### src/rtl/uart_tx.sv
// uart_tx: UART serial transmitter, 8 data bits LSB first, CLKS_PER_BIT clocks per bit.
// Define UART_TX_PARITY_EN to insert an even-parity bit between the data and stop bits.
module uart_tx #(
    parameter int CLKS_PER_BIT = 868
) (
    input  logic       clk,
    input  logic       i_reset_n,
    input  logic       i_start,
    input  logic [7:0] i_data,
    output logic       o_tx,
    output logic       o_busy,
    output logic       o_done
);

    localparam int               CNT_W    = $clog2(CLKS_PER_BIT);
    localparam logic [CNT_W-1:0] CNT_LAST = CNT_W'(CLKS_PER_BIT - 1);

    typedef enum logic [2:0] {
        ST_IDLE   = 3'd0,
        ST_START  = 3'd1,
        ST_DATA   = 3'd2,
`ifdef UART_TX_PARITY_EN
        ST_PARITY = 3'd3,
`endif
        ST_STOP   = 3'd4
    } state_t;

    state_t           state_reg;
    state_t           state_next;
    logic [CNT_W-1:0] cnt_reg;
    logic [2:0]       bit_idx_reg;
    logic [7:0]       shift_reg;
    logic             bit_done;
    logic             accept;
`ifdef UART_TX_PARITY_EN
    logic             parity_reg;
`endif

    assign bit_done = (cnt_reg == CNT_LAST);
    assign accept   = (state_reg == ST_IDLE) && i_start;

    always_ff @(posedge clk or negedge i_reset_n) begin
        if (!i_reset_n) begin
            state_reg <= ST_IDLE;
        end else begin
            state_reg <= state_next;
        end
    end

    always_comb begin
        state_next = state_reg;
        case (state_reg)
            ST_IDLE: begin
                if (i_start) begin
                    state_next = ST_START;
                end
            end
            ST_START: begin
                if (bit_done) begin
                    state_next = ST_DATA;
                end
            end
            ST_DATA: begin
                if (bit_done && (bit_idx_reg == 3'd7)) begin
`ifdef UART_TX_PARITY_EN
                    state_next = ST_PARITY;
`else
                    state_next = ST_STOP;
`endif
                end
            end
`ifdef UART_TX_PARITY_EN
            ST_PARITY: begin
                if (bit_done) begin
                    state_next = ST_STOP;
                end
            end
`endif
            ST_STOP: begin
                if (bit_done) begin
                    state_next = ST_IDLE;
                end
            end
            default: state_next = ST_IDLE;
        endcase
    end

    // Baud counter restarts at every bit boundary; it is held at zero while idle
    // so the start bit gets a full period from the cycle after acceptance.
    always_ff @(posedge clk or negedge i_reset_n) begin
        if (!i_reset_n) begin
            cnt_reg     <= '0;
            bit_idx_reg <= '0;
            shift_reg   <= '0;
        end else begin
            if ((state_reg == ST_IDLE) || bit_done) begin
                cnt_reg <= '0;
            end else begin
                cnt_reg <= cnt_reg + CNT_W'(1);
            end

            if (state_reg != ST_DATA) begin
                bit_idx_reg <= '0;
            end else if (bit_done) begin
                bit_idx_reg <= bit_idx_reg + 3'd1;
            end

            if (accept) begin
                shift_reg <= i_data;
            end else if ((state_reg == ST_DATA) && bit_done) begin
                shift_reg <= {1'b0, shift_reg[7:1]};
            end
        end
    end

`ifdef UART_TX_PARITY_EN
    // Parity is taken from the byte as accepted, since the shift register empties.
    always_ff @(posedge clk or negedge i_reset_n) begin
        if (!i_reset_n) begin
            parity_reg <= 1'b0;
        end else if (accept) begin
            parity_reg <= ^i_data;
        end
    end
`endif

    always_comb begin
        o_tx   = 1'b1;
        o_busy = 1'b1;
        o_done = 1'b0;
        case (state_reg)
            ST_IDLE:   o_busy = 1'b0;
            ST_START:  o_tx   = 1'b0;
            ST_DATA:   o_tx   = shift_reg[0];
`ifdef UART_TX_PARITY_EN
            ST_PARITY: o_tx   = parity_reg;
`endif
            ST_STOP:   o_done = bit_done;
            default:   o_busy = 1'b0;
        endcase
    end

endmodule

### config.mk
export PLATFORM = sky130hd
export DESIGN_NAME = uart_tx
export DESIGN_NICKNAME = d
export VERILOG_FILES = /design/src/rtl/uart_tx.sv
export SDC_FILE = /design/constraint.sdc
export NUM_CORES = 1
export LEC_CHECK = 0
export BUFFER_PORTS_ARGS = -buffer_cell sky130_fd_sc_hd__buf_2
export CORE_MARGIN = 4
export CORE_UTILIZATION = 55
export CTS_BUF_LIST = sky130_fd_sc_hd__clkbuf_16
export CTS_CLUSTER_SIZE = 28
export DETAILED_ROUTE_END_ITERATION = 16
export PLACE_DENSITY = 0.82
export SYNTH_ARGS = -nofsm -noshare
export SYNTH_HDL_FRONTEND = slang
export SYNTH_SLANG_ARGS = --single-unit
### constraint.sdc
create_clock -name clk -period 2.3 [get_ports clk]
set_input_delay 0.115 -clock clk [delete_from_list [all_inputs] [get_ports clk]]
set_output_delay 0.115 -clock clk [all_outputs]
set_load 0.05 [all_outputs]
## After elaboration in Yosys (flattened, before gate mapping)

Cells that the tools add are included.

- Flip-flop bits (word level): 24
- Bits in latches: 0
- Bits in writable memories: 0
- Bits in read-only memories: 0
- Input bits: 11
- Word-level logic and storage cells: 38
- Memories: 0

- Add/sub/neg operators: 2
- $mul: 0
- Divide/modulo/power cells: 0
- Magnitude comparators: 0
- Equality and inequality tests: 10
- Shift-type cells: 0
- Mux-type cells: 13
- Bitwise operators: 0
- Reductions and logical operators: 9

Operators with widths:

| cell | count |
|---|---|
| $mux W3 | 6 |
| $mux W8 | 2 |
| $pmux W3 S4 | 1 |
| $add A10 B1 Y10 const B | 1 |
| $eq A10 B10 Y1 const B | 1 |
| $mux W10 | 1 |
| $ne A2 B2 Y1 const B | 4 |
| $eq A3 B3 Y1 const B | 2 |
| $reduce_and A4 Y1 | 1 |
| $reduce_bool A2 Y1 | 2 |
| $add A3 B1 Y3 const B | 1 |
| $eq A3 B1 Y1 const B | 1 |
| $eq A3 B2 Y1 const B | 1 |
| $logic_and A1 B1 Y1 | 3 |
| $logic_not A3 Y1 | 1 |
| $ne A3 B2 Y1 const B | 1 |
| $reduce_or A3 Y1 | 1 |
| $mux W1 | 2 |
| $pmux W1 S2 | 1 |
| $logic_or A1 B1 Y1 | 1 |

## Depth between registers and ports, before layout

- Word-level depth: 4
- Depth in mapped cells: 7

## Worst setup path after synthesis

OpenSTA, ideal clock, no wires.

- Path type: reg-to-output
- From: register cnt_reg[0]
- To: output port o_done
- Data arrival time: 3.088 ns
- Setup slack: -0.903 ns
- Stages on the path, launching flop included: 6
- Buffers on the path: 1
- Path through: dfrtp_1 ha_1 or3b_4 or3_1 buf_6 nor4b_1

- Cells in the longest elaborated chain, start to end: 2

RTL lines:

| what | RTL line | source |
|---|---|---|
| from (decl) | 30 | `logic [CNT_W-1:0] cnt_reg;` |
| from (signal assigned) | 99 | `cnt_reg <= cnt_reg + CNT_W'(1);` |
| $eq A10 B10 Y1 | 39 | `assign bit_done = (cnt_reg == CNT_LAST);` |
| $mux W1 | 131 | `case (state_reg)` |
| to (decl) | 12 | `output logic o_done` |

Every way passes these cells.

## Final worst setup path

Same ends and word-level chain as after synthesis.

==> results by group <==
Outcome
  • Status: finished, final reports clean

Logic synthesis
  • Count of cell types in the netlist: 35
  • Warnings from Yosys: 0
  • Top cell type's share of synthesized area: 49.8%
  • Ys async rst share: 100%
  • Post-Synthesis Cells: 121
  • Syn_area_per_cell: 9.97 µm²
  • Post-synthesis sequential area ratio: 49.8%
  • Flops & latches, synth: 24
  • Cell area after synthesis: 1210 µm²
  • Most instantiated library cell after synthesis: dfrtp_1
  • Synthesized Nets: 135
  • Number of flops mapped to enable cells by yosys: 0
  • Primary FF master, synth: dfrtp_1
  • Synth area leaders: dfrtp_1, nor2_1, xnor2_1
  • Commonest cells post-synth: dfrtp_1, nor2_1, nand2_1
  • Yosys top cell by area: dfrtp_1

Route
  • DRC: 0
  • Wire per inst: 14.3 µm
  • DR iter-0 viols: 9
  • DRT Wirelength: 2.30 mm
  • Via/cell ratio: 5.60
  • Post-DRT Antenna Nets: 0
  • DR vias: 902
  • Pre-antenna DRT Iters: 4

Pwr
  • Pleak: 0.000653 µW
  • Clock power frac: 38.5%
  • Cell Pwr Density: 880 nW/µm²
  • NetSw: 327 µW
  • Part of the power in combinational logic: 15.7%
  • Maximum vdd drop: 0.000812 V
  • Switching Fraction: 25.9%
  • Internal power: 938 µW
  • Sequential power share: 45.9%

Clock network
  • Clk Latency, worst-skew pair: 250 ps
  • Clk pin slew, worst setup/hold paths: 60 ps
  • CTS Sinks: 24
  • CTS Root Cell: clkbuf_16
  • CTS tree: built
  • Clock Path Buffers: 2
  • Htree depth: 1
  • CTS Buf Count: 3

Critical path
  • Startpoint Class: flop
  • WP data required: 2180 ps
  • Crit path launch: cnt_reg[0]$_DFF_PN0_
  • Critical path peak fanout: 7
  • Reg2reg start: cnt_reg[0]$_DFF_PN0_
  • CP Data Arrival Time: 2070 ps
  • Critical path capture point type: primary output
  • Crit path kind: reg -> out

Floorplan
  • Die Wd: 54.8 µm
  • # IOs: 14
  • Core ar.: 2020 µm²
  • # rows: 16
  • Die area: 3010 µm²
  • Initial core utilization: 59.7%
  • Die Span Y: 54.8 µm

Timing
  • Final Max Slew Viols: 0
  • Fmax: 457 MHz
  • Minimum clock period: 2190 ps
  • Fin crit share: 95.2%
  • Setup Viol. Count Final: 0
  • Final Skew: 5.53 ps
  • Slew headroom: 29.4%
  • Hold Violations, Final: 0
  • Final hold slack: 68.1 ps
  • RSZ-0062 raised after global routing: false
  • Setup TNS: 0 ps
  • Worst slew pin tran: 1050 ps

Placed design
  • Placed instance area: 1300 µm²
  • I/O Buffers: 13
  • Placer Congestion: 0.785
  • Placed wire-length estimate: 1.64 mm

Finish
  • FF+latch area: 601 µm²
  • Net count, final: 149
  • Area occupied by multi-input gates: 591 µm²
  • Max FFs per register: 10
  • Fill count: 150
  • Layout cells sized above 1: 19.4%
  • Antenna diode count: 0
  • Synthesis-to-finish area growth: 19.2%
  • Design Area, Final: 1440 µm²

Hold path
  • Worst hold path type: in -> reg
  • Hold_sp: i_data[7]

Global routing
  • Largest net degree at the start of global routing: 25
  • GR Overflow Total: 0
  • First-pass GRT wire length: 3.95 mm
  • Initial antenna violation count: 0
  • Vias in the first global route: 889
  • GRT Overall Usage: 18.5%

Run
  • Max Cap Viol: 0
-- per-layer routing --
metal  routed length (µm)  share of wire [%]  GRT usage [%]
met4                   19               0.83           4.98
met3                   70                3.0           4.09
met5                    0                  0              0
met2                 1180                 51           32.9
met1                 1030                 45           22.0
-- cell usage in the layout (no fill, tap or decap), types with 2 or more instances in the layout --
cell type	n
inv_1	3
xor2_1	4
buf_2	12
xnor2_1	6
o21ai_0	7
nand3_1	5
nor2_1	16
a22oi_1	5
dfrtp_1	24
mux2i_1	3
ha_1	2
and3_1	2
buf_4	2
clkbuf_16	3
nor3_1	6
nand2_1	11
-- through the flow --
stage                     std cells  utilization [%]  total power [µW]  setup WS, ps
final                           161             71.1              1270           110
after global routing            161             71.1              1330          29.3
after CTS                       161             70.5              1260          15.0
after detailed placement        156             64.2               756           160
after global placement          156             64.2               744           216
after floorplan                 121                -               700           104
-- critical path, cell delays in order, from the launching register on --
cell     delay (ps)
dfrtp_1         420
ha_4            170
or3b_4          390
or3_4           390
nor4b_4         250
buf_6           200
-- final timing paths --
check,end,slack [ps],depth (start not counted)
max,o_done,110,5
min,shift_reg[7]$_DFFE_PN0P_,70,3
max reg2reg,state_reg[2]$_DFFE_PN0P_,270,5
min reg2reg,shift_reg[1]$_DFFE_PN0P_,500,1
max in group asynchronous,cnt_reg[6]$_DFF_PN0_,1560,2
min in group asynchronous,state_reg[2]$_DFFE_PN0P_,380,2
-- cells by family after synthesis --
logic type / Yosys count / synth area share (%)
AND/OR/NAND/NOR: 52 / 23.1
flip-flops: 24 / 49.8
AO/OA/AOI/OAI: 19 / 10.3
XOR/XNOR: 10 / 7.26
buffers and inverters: 10 / 3.94
multiplexers: 3 / 2.49
adder cells (fa/ha/maj): 3 / 3.11
-- power by group through the flow --
stage               Clock [µW]  Sequential [µW]  Combinational [µW]
floorplan                    0              558                 143
global placement             0              571                 173
detailed placement           0              576                 181
CTS                        495              572                 190
global route               512              590                 225
finish                     487              581                 198
-- area by class of cell --
cell class              count  area share [%]
clock buffers               3            5.22
clock inverters             1            2.09
inverters                   3           0.783
multi-input cells          87            41.1
flip-flops and latches     24            41.8
well taps                  27            2.35
repair buffers             16            6.70
-- timing repair --
action,4_1_cts,5_1_grt
gates resized for setup,3,2
pin swaps,0,2
hold buffers,1,0
buffers inserted,0,0
endpoints found under the setup margin,1,1
endpoints found under the hold margin,24,0
Note: power is estimated with default switching activity, not from simulation.
